--- src/rtl/framebuf_writer_pkg.sv ---
// Shared constants and state encoding for the frame-buffer writer.
// The optional FBW_VBLANK_ONLY_EN build uses the window bounds defined here.
package framebuf_writer_pkg;

    localparam int IMG_W_DEF = 240;
    localparam int IMG_H_DEF = 160;
    localparam int ADDR_W    = 16;
    localparam int PIX_W     = 8;
    localparam int VC_W      = 10;

    // Lines 141..299 are the displayed window; writes are held off there.
    localparam logic [VC_W-1:0] WIN_LO = 10'd140;
    localparam logic [VC_W-1:0] WIN_HI = 10'd300;

    typedef enum logic [1:0] {
        S_IDLE   = 2'd0,
        S_STREAM = 2'd1,
        S_FILL   = 2'd2,
        S_DONE   = 2'd3
    } state_e;

endpackage

--- src/rtl/fb_addr_counter.sv ---
// Pixel index counter: tracks x/y and the linear address y*IMG_W+x by increment
// only, and flags the final pixel of the frame.
module fb_addr_counter #(
    parameter int IMG_W  = 240,
    parameter int IMG_H  = 160,
    parameter int ADDR_W = 16
) (
    input  logic              clk_i,
    input  logic              rst_i,
    input  logic              clr_i,
    input  logic              inc_i,
    output logic [ADDR_W-1:0] addr_o,
    output logic              last_o
);

    localparam int X_W = $clog2(IMG_W);
    localparam int Y_W = $clog2(IMG_H);
    localparam logic [X_W-1:0] X_MAX = X_W'(IMG_W - 1);
    localparam logic [Y_W-1:0] Y_MAX = Y_W'(IMG_H - 1);

    logic [X_W-1:0]    x_q, x_d;
    logic [Y_W-1:0]    y_q, y_d;
    logic [ADDR_W-1:0] addr_q, addr_d;
    logic              last;

    assign last = (x_q == X_MAX) && (y_q == Y_MAX);

    always_comb begin
        x_d    = x_q;
        y_d    = y_q;
        addr_d = addr_q;
        if (clr_i || (inc_i && last)) begin
            x_d    = '0;
            y_d    = '0;
            addr_d = '0;
        end else if (inc_i) begin
            addr_d = addr_q + ADDR_W'(1);
            if (x_q == X_MAX) begin
                x_d = '0;
                y_d = y_q + Y_W'(1);
            end else begin
                x_d = x_q + X_W'(1);
            end
        end
    end

    always_ff @(posedge clk_i or posedge rst_i) begin
        if (rst_i) begin
            x_q    <= '0;
            y_q    <= '0;
            addr_q <= '0;
        end else begin
            x_q    <= x_d;
            y_q    <= y_d;
            addr_q <= addr_d;
        end
    end

    assign addr_o = addr_q;
    assign last_o = last;

endmodule

--- src/rtl/framebuf_writer.sv ---
// Writes one frame into the frame buffer, either from a pixel stream or as a solid fill.
// Define FBW_VBLANK_ONLY_EN to restrict writes to lines outside the displayed window.
module framebuf_writer
    import framebuf_writer_pkg::*;
#(
    parameter int IMG_W = IMG_W_DEF,
    parameter int IMG_H = IMG_H_DEF
) (
    input  logic              clock,
    input  logic              reset,
    input  logic              start,
    input  logic              fill_mode,
    input  logic [PIX_W-1:0]  fill_color,
    input  logic              abort,
    input  logic [PIX_W-1:0]  pix_data,
    input  logic              pix_valid,
    output logic              pix_ready,
    input  logic [VC_W-1:0]   vcount,
    output logic              web,
    output logic [ADDR_W-1:0] addrb,
    output logic [PIX_W-1:0]  dinb,
    output logic              busy,
    output logic              done,
    output state_e            dbg_state_o
);

    // Handshake: a stream pixel is accepted on a rising edge where pix_valid and
    // pix_ready are both high; pix_ready never depends on pix_valid.

    state_e             state_q, state_d;
    logic [PIX_W-1:0]   fill_color_q, fill_color_d;
    logic               web_q;
    logic [ADDR_W-1:0]  addrb_q;
    logic [PIX_W-1:0]   dinb_q;
    logic               allow;
    logic               accept;
    logic               clr;
    logic [PIX_W-1:0]   wdata;
    logic [ADDR_W-1:0]  cnt_addr;
    logic               cnt_last;

`ifdef FBW_VBLANK_ONLY_EN
    assign allow = (vcount <= WIN_LO) || (vcount >= WIN_HI);
`else
    logic unused_vcount;
    assign unused_vcount = ^vcount;
    assign allow = 1'b1;
`endif

    fb_addr_counter #(
        .IMG_W  (IMG_W),
        .IMG_H  (IMG_H),
        .ADDR_W (ADDR_W)
    ) u_cnt (
        .clk_i  (clock),
        .rst_i  (reset),
        .clr_i  (clr),
        .inc_i  (accept),
        .addr_o (cnt_addr),
        .last_o (cnt_last)
    );

    always_comb begin
        state_d      = state_q;
        fill_color_d = fill_color_q;
        clr          = 1'b0;
        accept       = 1'b0;
        pix_ready    = 1'b0;
        done         = 1'b0;
        unique case (state_q)
            S_IDLE: begin
                if (start && !abort) begin
                    clr          = 1'b1;
                    fill_color_d = fill_color;
                    state_d      = fill_mode ? S_FILL : S_STREAM;
                end
            end
            S_STREAM: begin
                pix_ready = allow;
                accept    = pix_valid && allow;
            end
            S_FILL: begin
                accept = allow;
            end
            S_DONE: begin
                done    = 1'b1;
                state_d = S_IDLE;
            end
            default: state_d = S_IDLE;
        endcase
        // A pixel accepted in the abort cycle is still written; the frame just stops there.
        if (state_q == S_STREAM || state_q == S_FILL) begin
            if (abort) begin
                state_d = S_IDLE;
            end else if (accept && cnt_last) begin
                state_d = S_DONE;
            end
        end
    end

    assign wdata = (state_q == S_FILL) ? fill_color_q : pix_data;

    always_ff @(posedge clock or posedge reset) begin
        if (reset) begin
            state_q      <= S_IDLE;
            fill_color_q <= '0;
            web_q        <= 1'b0;
            addrb_q      <= '0;
            dinb_q       <= '0;
        end else begin
            state_q      <= state_d;
            fill_color_q <= fill_color_d;
            web_q        <= accept;
            if (accept) begin
                addrb_q <= cnt_addr;
                dinb_q  <= wdata;
            end
        end
    end

    assign web         = web_q;
    assign addrb       = addrb_q;
    assign dinb        = dinb_q;
    assign busy        = (state_q != S_IDLE);
    assign dbg_state_o = state_q;

endmodule

--- config.mk ---
export PLATFORM = sky130hd
export DESIGN_NAME = framebuf_writer
export DESIGN_NICKNAME = d
export VERILOG_FILES = /design/src/rtl/framebuf_writer_pkg.sv /design/src/rtl/fb_addr_counter.sv /design/src/rtl/framebuf_writer.sv
export SDC_FILE = /design/constraint.sdc
export NUM_CORES = 1
export LEC_CHECK = 0
export ABC_AREA = 1
export CAP_MARGIN = 30
export CORE_AREA = 8 8 88 90
export DETAILED_ROUTE_END_ITERATION = 12
export DIE_AREA = 0 0 96 98
export PLACE_DENSITY = 0.83
export SYNTH_ARGS = -nofsm -noshare
export SYNTH_HDL_FRONTEND = slang
export SYNTH_SLANG_ARGS = --single-unit
export TNS_END_PERCENT = 5
--- constraint.sdc ---
create_clock -name clock -period 4.19 [get_ports clock]
set_clock_uncertainty 0.1 [all_clocks]
set_input_delay 0.838 -clock clock [delete_from_list [all_inputs] [get_ports clock]]
set_output_delay 0.838 -clock clock [all_outputs]
set_load 0.005 [all_outputs]
[Yosys cells after proc, flatten, opt, wreduce, memory -nomap -nowiden]
Cells that the tools add are included.
Operators by class
  $add $sub $neg: 3
  mux-type cells: 20
  reductions and logical operators: 12
  eq/ne operators: 5
Operators by type and width (number)
  $mux W8: 7
  $mux W16: 2
  $add A16 B1 Y16 const B: 1
  $add A8 B1 Y8 const B: 2
  $eq A8 B8 Y1 const B: 2
  $mux W2: 5
  $reduce_bool A2 Y1: 3
  $eq A2 B2 Y1 const B: 2
  $mux W1: 4
  $pmux W2 S2: 1
  $reduce_and A2 Y1: 2
  $logic_and A1 B1 Y1: 3
  $eq A2 B1 Y1 const B: 1
  $logic_not A2 Y1: 1
  $logic_or A1 B1 Y1: 2
  $pmux W1 S2: 1
  $logic_not A1 Y1: 1
Word-level totals
  bits of input ports: 32
  output and inout bits: 30
  register bits: 67
  word-level logic and storage cells: 48

[Longest topological paths before layout]
  depth in word-level cells: 7
  gate-level depth with buffers: 13
  gate-level depth less buffers: 12

[By module]
Synthesis repeated with hierarchy kept, for this count alone.
Second synthesis, totals
  cells, all modules: 443
  area total of the unflattened synthesis: 3553.4 um2
By module, submodules not included
  fb_addr_counter: area each 1906.8 um2, seq. area each 800.8 um2, instances 1, cells an instance 251
  framebuf_writer: area each 1646.6 um2, seq. area each 875.8 um2, instances 1, cells an instance 192

[Worst setup path before layout]
No wires, ideal clock.
  path kind: input -> register
  start point: input port pix_valid
  end point: register u_cnt.addr_q[12], in the netlist u_cnt.addr_o[12]
  library setup time: 0.118 ns
  setup slack: 2.357 ns
  path buffers: 1
  stages on the path: 10
  data arrival time: 1.615 ns
  data required time: 3.972 ns
  path through: nand2_1 nand2_8 nand2_8 inv_6 nand3_4 nand2_4 inv_4 buf_12 nand2_2 nor2_2
Between the ends
  longest elaborated chain between the ends: 4
  elaborated cells between the ends (all ways): 5
  classes of those cells: 2 x mux; 3 x reduce/logical
RTL lines
  from (decl): line framebuf_writer.sv:16  | input logic pix_valid,
  $pmux W1 S2 (*): line framebuf_writer.sv:70  | unique case (state_q)
  $logic_and A1 B1 Y1: line fb_addr_counter.sv:32  | if (clr_i || (inc_i && last)) begin
  $logic_or A1 B1 Y1: line fb_addr_counter.sv:32
  $mux W16 or $reduce_bool A2 Y1 (tied branches)
  to (signal assigned): line fb_addr_counter.sv:55  | addr_q <= addr_d;
  to (decl): line fb_addr_counter.sv:23  | logic [ADDR_W-1:0] addr_q, addr_d;
Every way passes the cells marked *; elsewhere a longest branch is shown, timed or not.
A chain may end at the register's enable or synchronous reset.

[Worst setup path in the final report]
  start point: register state_q[0], in the netlist dbg_state_o[0]
  end point: output port busy
Between the ends
  longest elaborated chain between the ends: 1
RTL lines
  from (decl): line framebuf_writer.sv:30  | state_e state_q, state_d;
  from (signal assigned): line framebuf_writer.sv:111  | state_q <= state_d;
  $reduce_bool A2 Y1: line framebuf_writer.sv:124  | assign busy = (state_q != S_IDLE);
  to (decl): line framebuf_writer.sv:22  | output logic busy,
Every way passes these cells.

==> metrics.md <==
| Metric | Value |
|---|---|
| Status | `finished, final reports clean` |
| CTS Buffer Depth | `2` |
| Setup violators final | `0` |
| Worst-Margin Slew | `647 ps` |
| Die Y | `slightly below 100 µm` |
| Detailed placer's ending HPWL | `5130 µm` |
| Worst ir drop on vdd | `388 µV` |
| Layout cells sized above 1 | `0.125` |
| Max cap viols | `0` |
| Fin. max-slew vios | `0` |
| Fin nets | `505` |
| CTS HTree Levels | `3` |
| TritonCTS Buffers | `9` |
| Total global routing overflow | `0` |
| Slowest cell on crit path | `clkdlybuf4s50_1` |
| Vias per cell | `around 5` |
| WHS | `383 ps` |
| Crit path DAT | `1730 ps` |
| Worst Path Required | `roughly 3300 ps` |
| Yosys warnings | `0` |
| CTS Sinks | `67` |
| Area Growth Syn to Fin | `20.8%` |
| Hold-fix buffers, CTS | `0` |
| Final min period | `roughly 2700 ps` |
| Critical path depth in cells | `4` |
| # diodes | `0` |
| Top cells by area, synth | `dfrtp_1, nand2_1, nor2_1` |
| Cts repair resizes | `0` |
| Post-synthesis cell count | `413` |
| Yosys top cell area share | `0.480` |
| Leak | `0.00193 µW` |
| Hold WC Path Type | `flip-flop to flip-flop` |
| PnR worst setup slack | `1520 ps` |
| # IOs | `62` |
| CTS tree | `done` |
| Die area | `between 9000 and 10,000 µm²` |
| DRC errors left | `0` |
| Post-route clock period utilization | `0.638` |
| Die W | `~96 µm` |
| Port bufs | `51` |
| Placer Congestion | `0.809` |
| Global-route wire length before repair | `about 13,000 µm` |
| Initial Util | `0.537` |
| Mapped Area | `3490 µm²` |
| CP bufs+invs | `3` |
| Hold Vio Cnt, Final | `0` |
| WL final | `7140 µm` |
| Core area | `~6500 µm²` |
| Vias in the first global route | `2,827` |
| Dpl ws | `about 1400 ps` |
| Post-synth net total | `approximately 450` |
| Max_slew headroom | `0.568` |
| Worst-path maximum fanout | `6` |
| Largest net degree at the start of global routing | `45` |
| CTS clk-pin slew, worst paths | `around 70 ps` |
| RSZ-0062 raised after global routing | `false` |
| DRT Pass-1 Iters | `4` |
| Hold Path Cell Cnt | `2` |
| GRT Total Usage | `0.166` |
| Slowest stage delay, CP | `500 ps` |
| Sequential fraction of the synthesis area | `0.480` |
| Crit path max-delay family | `buffers and inverters` |
| CP Launch Type | `flip-flop` |
| Post-CTS setup buffers | `0` |
| Vias | `2,777` |
| CP endpoint kind | `output port` |
| Critical Path Most Common Cell | `inv_1` |
| Synthesized flop and latch total | `between 60 and 70` |
| Yosys cell types | `34` |
| Synth area leader | `dfrtp_1` |
| Avg WL per Cell | `13.0 µm` |
| Clock Latency Late Sink | `350 ps` |
| Pwr dens | `~510 nW/µm²` |
| Setup TNS | `0 ps` |
| 1st-iter DRT viols | `80` |
| Post-synthesis area per instance | `8.45 µm²` |
| Root Buffer | `clkbuf_8` |
| Row count | `30` |
| Depth of the worst register-to-register path | `11` |
| Initial antenna violation count | `0` |
| Cell Chain, Critical Path | `inv_1, ha_1, inv_1, clkdlybuf4s50_1` |
| Fmax | `0.374 GHz` |
| Remaining antenna violation count | `0` |
| WS Path Type | `flip-flop to output port` |
==> worst register-to-register path: cells and delay by family (launching register included) <==
family / cells / cell delay, ps
buffers and inverters: 4 / 610
flip-flops: 1 / 450
adder cells (fa/ha/maj): 1 / 450
AND/OR/NAND/NOR: 6 / 730
==> path summary, 6_finish.rpt <==
| check | start | end | slack, ps |
|---|---|---|---|
| max | dbg_state_o[0] | busy | 1520 |
| min | addrb[4] | addrb[4] | 380 |
| max reg2reg | dbg_state_o[0] | u_cnt.addr_o[14] | 1750 |
| min reg2reg | addrb[4] | addrb[4] | 380 |
| max in group asynchronous | reset | addrb[3] | 2520 |
| min in group asynchronous | reset | u_cnt.y_q[5] | 800 |
==> final cells by class <==
type,count,area [µm²]
fillers,566,2280
flip-flops and latches,67,1680
multi-input cells,291,1510
repair buffers,53,546
inverters,44,180
clock buffers,10,138
well taps,80,100
clock inverters,6,65.1
==> routing by layer <==
| metal | GRT usage | up-vias | part of all wire |
|---|---|---|---|
| li1 | - | 1406 | - |
| met1 | 0.192 | 1288 | 0.44 |
| met2 | 0.260 | 71 | 0.46 |
| met3 | 0.0645 | 12 | 0.077 |
| met4 | 0.0793 | 0 | 0.018 |
| met5 | 0 | - | 0 |
==> report_power, final <==
group | internal (µW) | leakage, µW | switching (µW)
registers | 797 | 0.000894 | 94.6
clock network | 289 | 0.0000905 | 249
logic | 334 | 0.000946 | 401
total | 1420 | 0.00193 | 744
==> registers in the layout, indices dropped and copies added (netlist names) <==
signal / flops
dbg_state_o: 2
addrb: 16
u_cnt.x_q: 8
dinb: 8
fill_color_q: 8
web: 1
u_cnt.addr_o: 16
u_cnt.y_q: 8
==> stage by stage <==
stage               instances  instance area (µm²)  utilization  total power, µW
global route              551                 4220        0.649             2320
global placement          534                 3990        0.614             1620
floorplan                 413                 3490            -             1380
detailed placement        535                 4010        0.618             1640
CTS                       551                 4220        0.649             2190
finish                    551                 4220        0.649             2160
==> cell families after synthesis <==
| group | after synthesis | share of synthesized area |
|---|---|---|
| AND/OR/NAND/NOR | 230 | 0.314 |
| flip-flops | 67 | 0.480 |
| buffers and inverters | 55 | 0.0868 |
| AO/OA/AOI/OAI | 43 | 0.0656 |
| XOR/XNOR | 11 | 0.0276 |
| adder cells (fa/ha/maj) | 7 | 0.0251 |
==> cells in the mapped netlist, drive strengths merged <==
| cell type | number |
|---|---|
| nand3 | 23 |
| dfrtp | 67 |
| buf | 9 |
| nand4 | 1 |
| nor2 | 56 |
| inv | 44 |
| xor2 | 11 |
| nor3b | 1 |
| dlymetal6s2s | 1 |
| nand3b | 1 |
| ha | 7 |
| nor3 | 12 |
| o2111ai | 1 |
| a31oi | 8 |
| o21ai | 27 |
| nand2 | 136 |
| clkbuf | 1 |
| a21oi | 7 |
==> cells in the final DEF (no fill, tap or decap), types with 2 or more instances in the layout <==
cell,n
nand2_8,2
nor2_2,8
xor2_1,11
clkdlybuf4s50_1,51
clkbuf_8,10
ha_1,7
a21oi_1,7
nand3_2,6
nor2_1,45
inv_2,4
clkinvlp_4,4
nand2_4,4
nor3_2,3
nor2_4,3
dfrtp_1,67
nand2_1,123
inv_1,37
a31oi_1,8
o21ai_0,26
nor3_1,9
nand2_2,7
nand3_1,16
No activity file was read; power rests on OpenSTA's default activity.
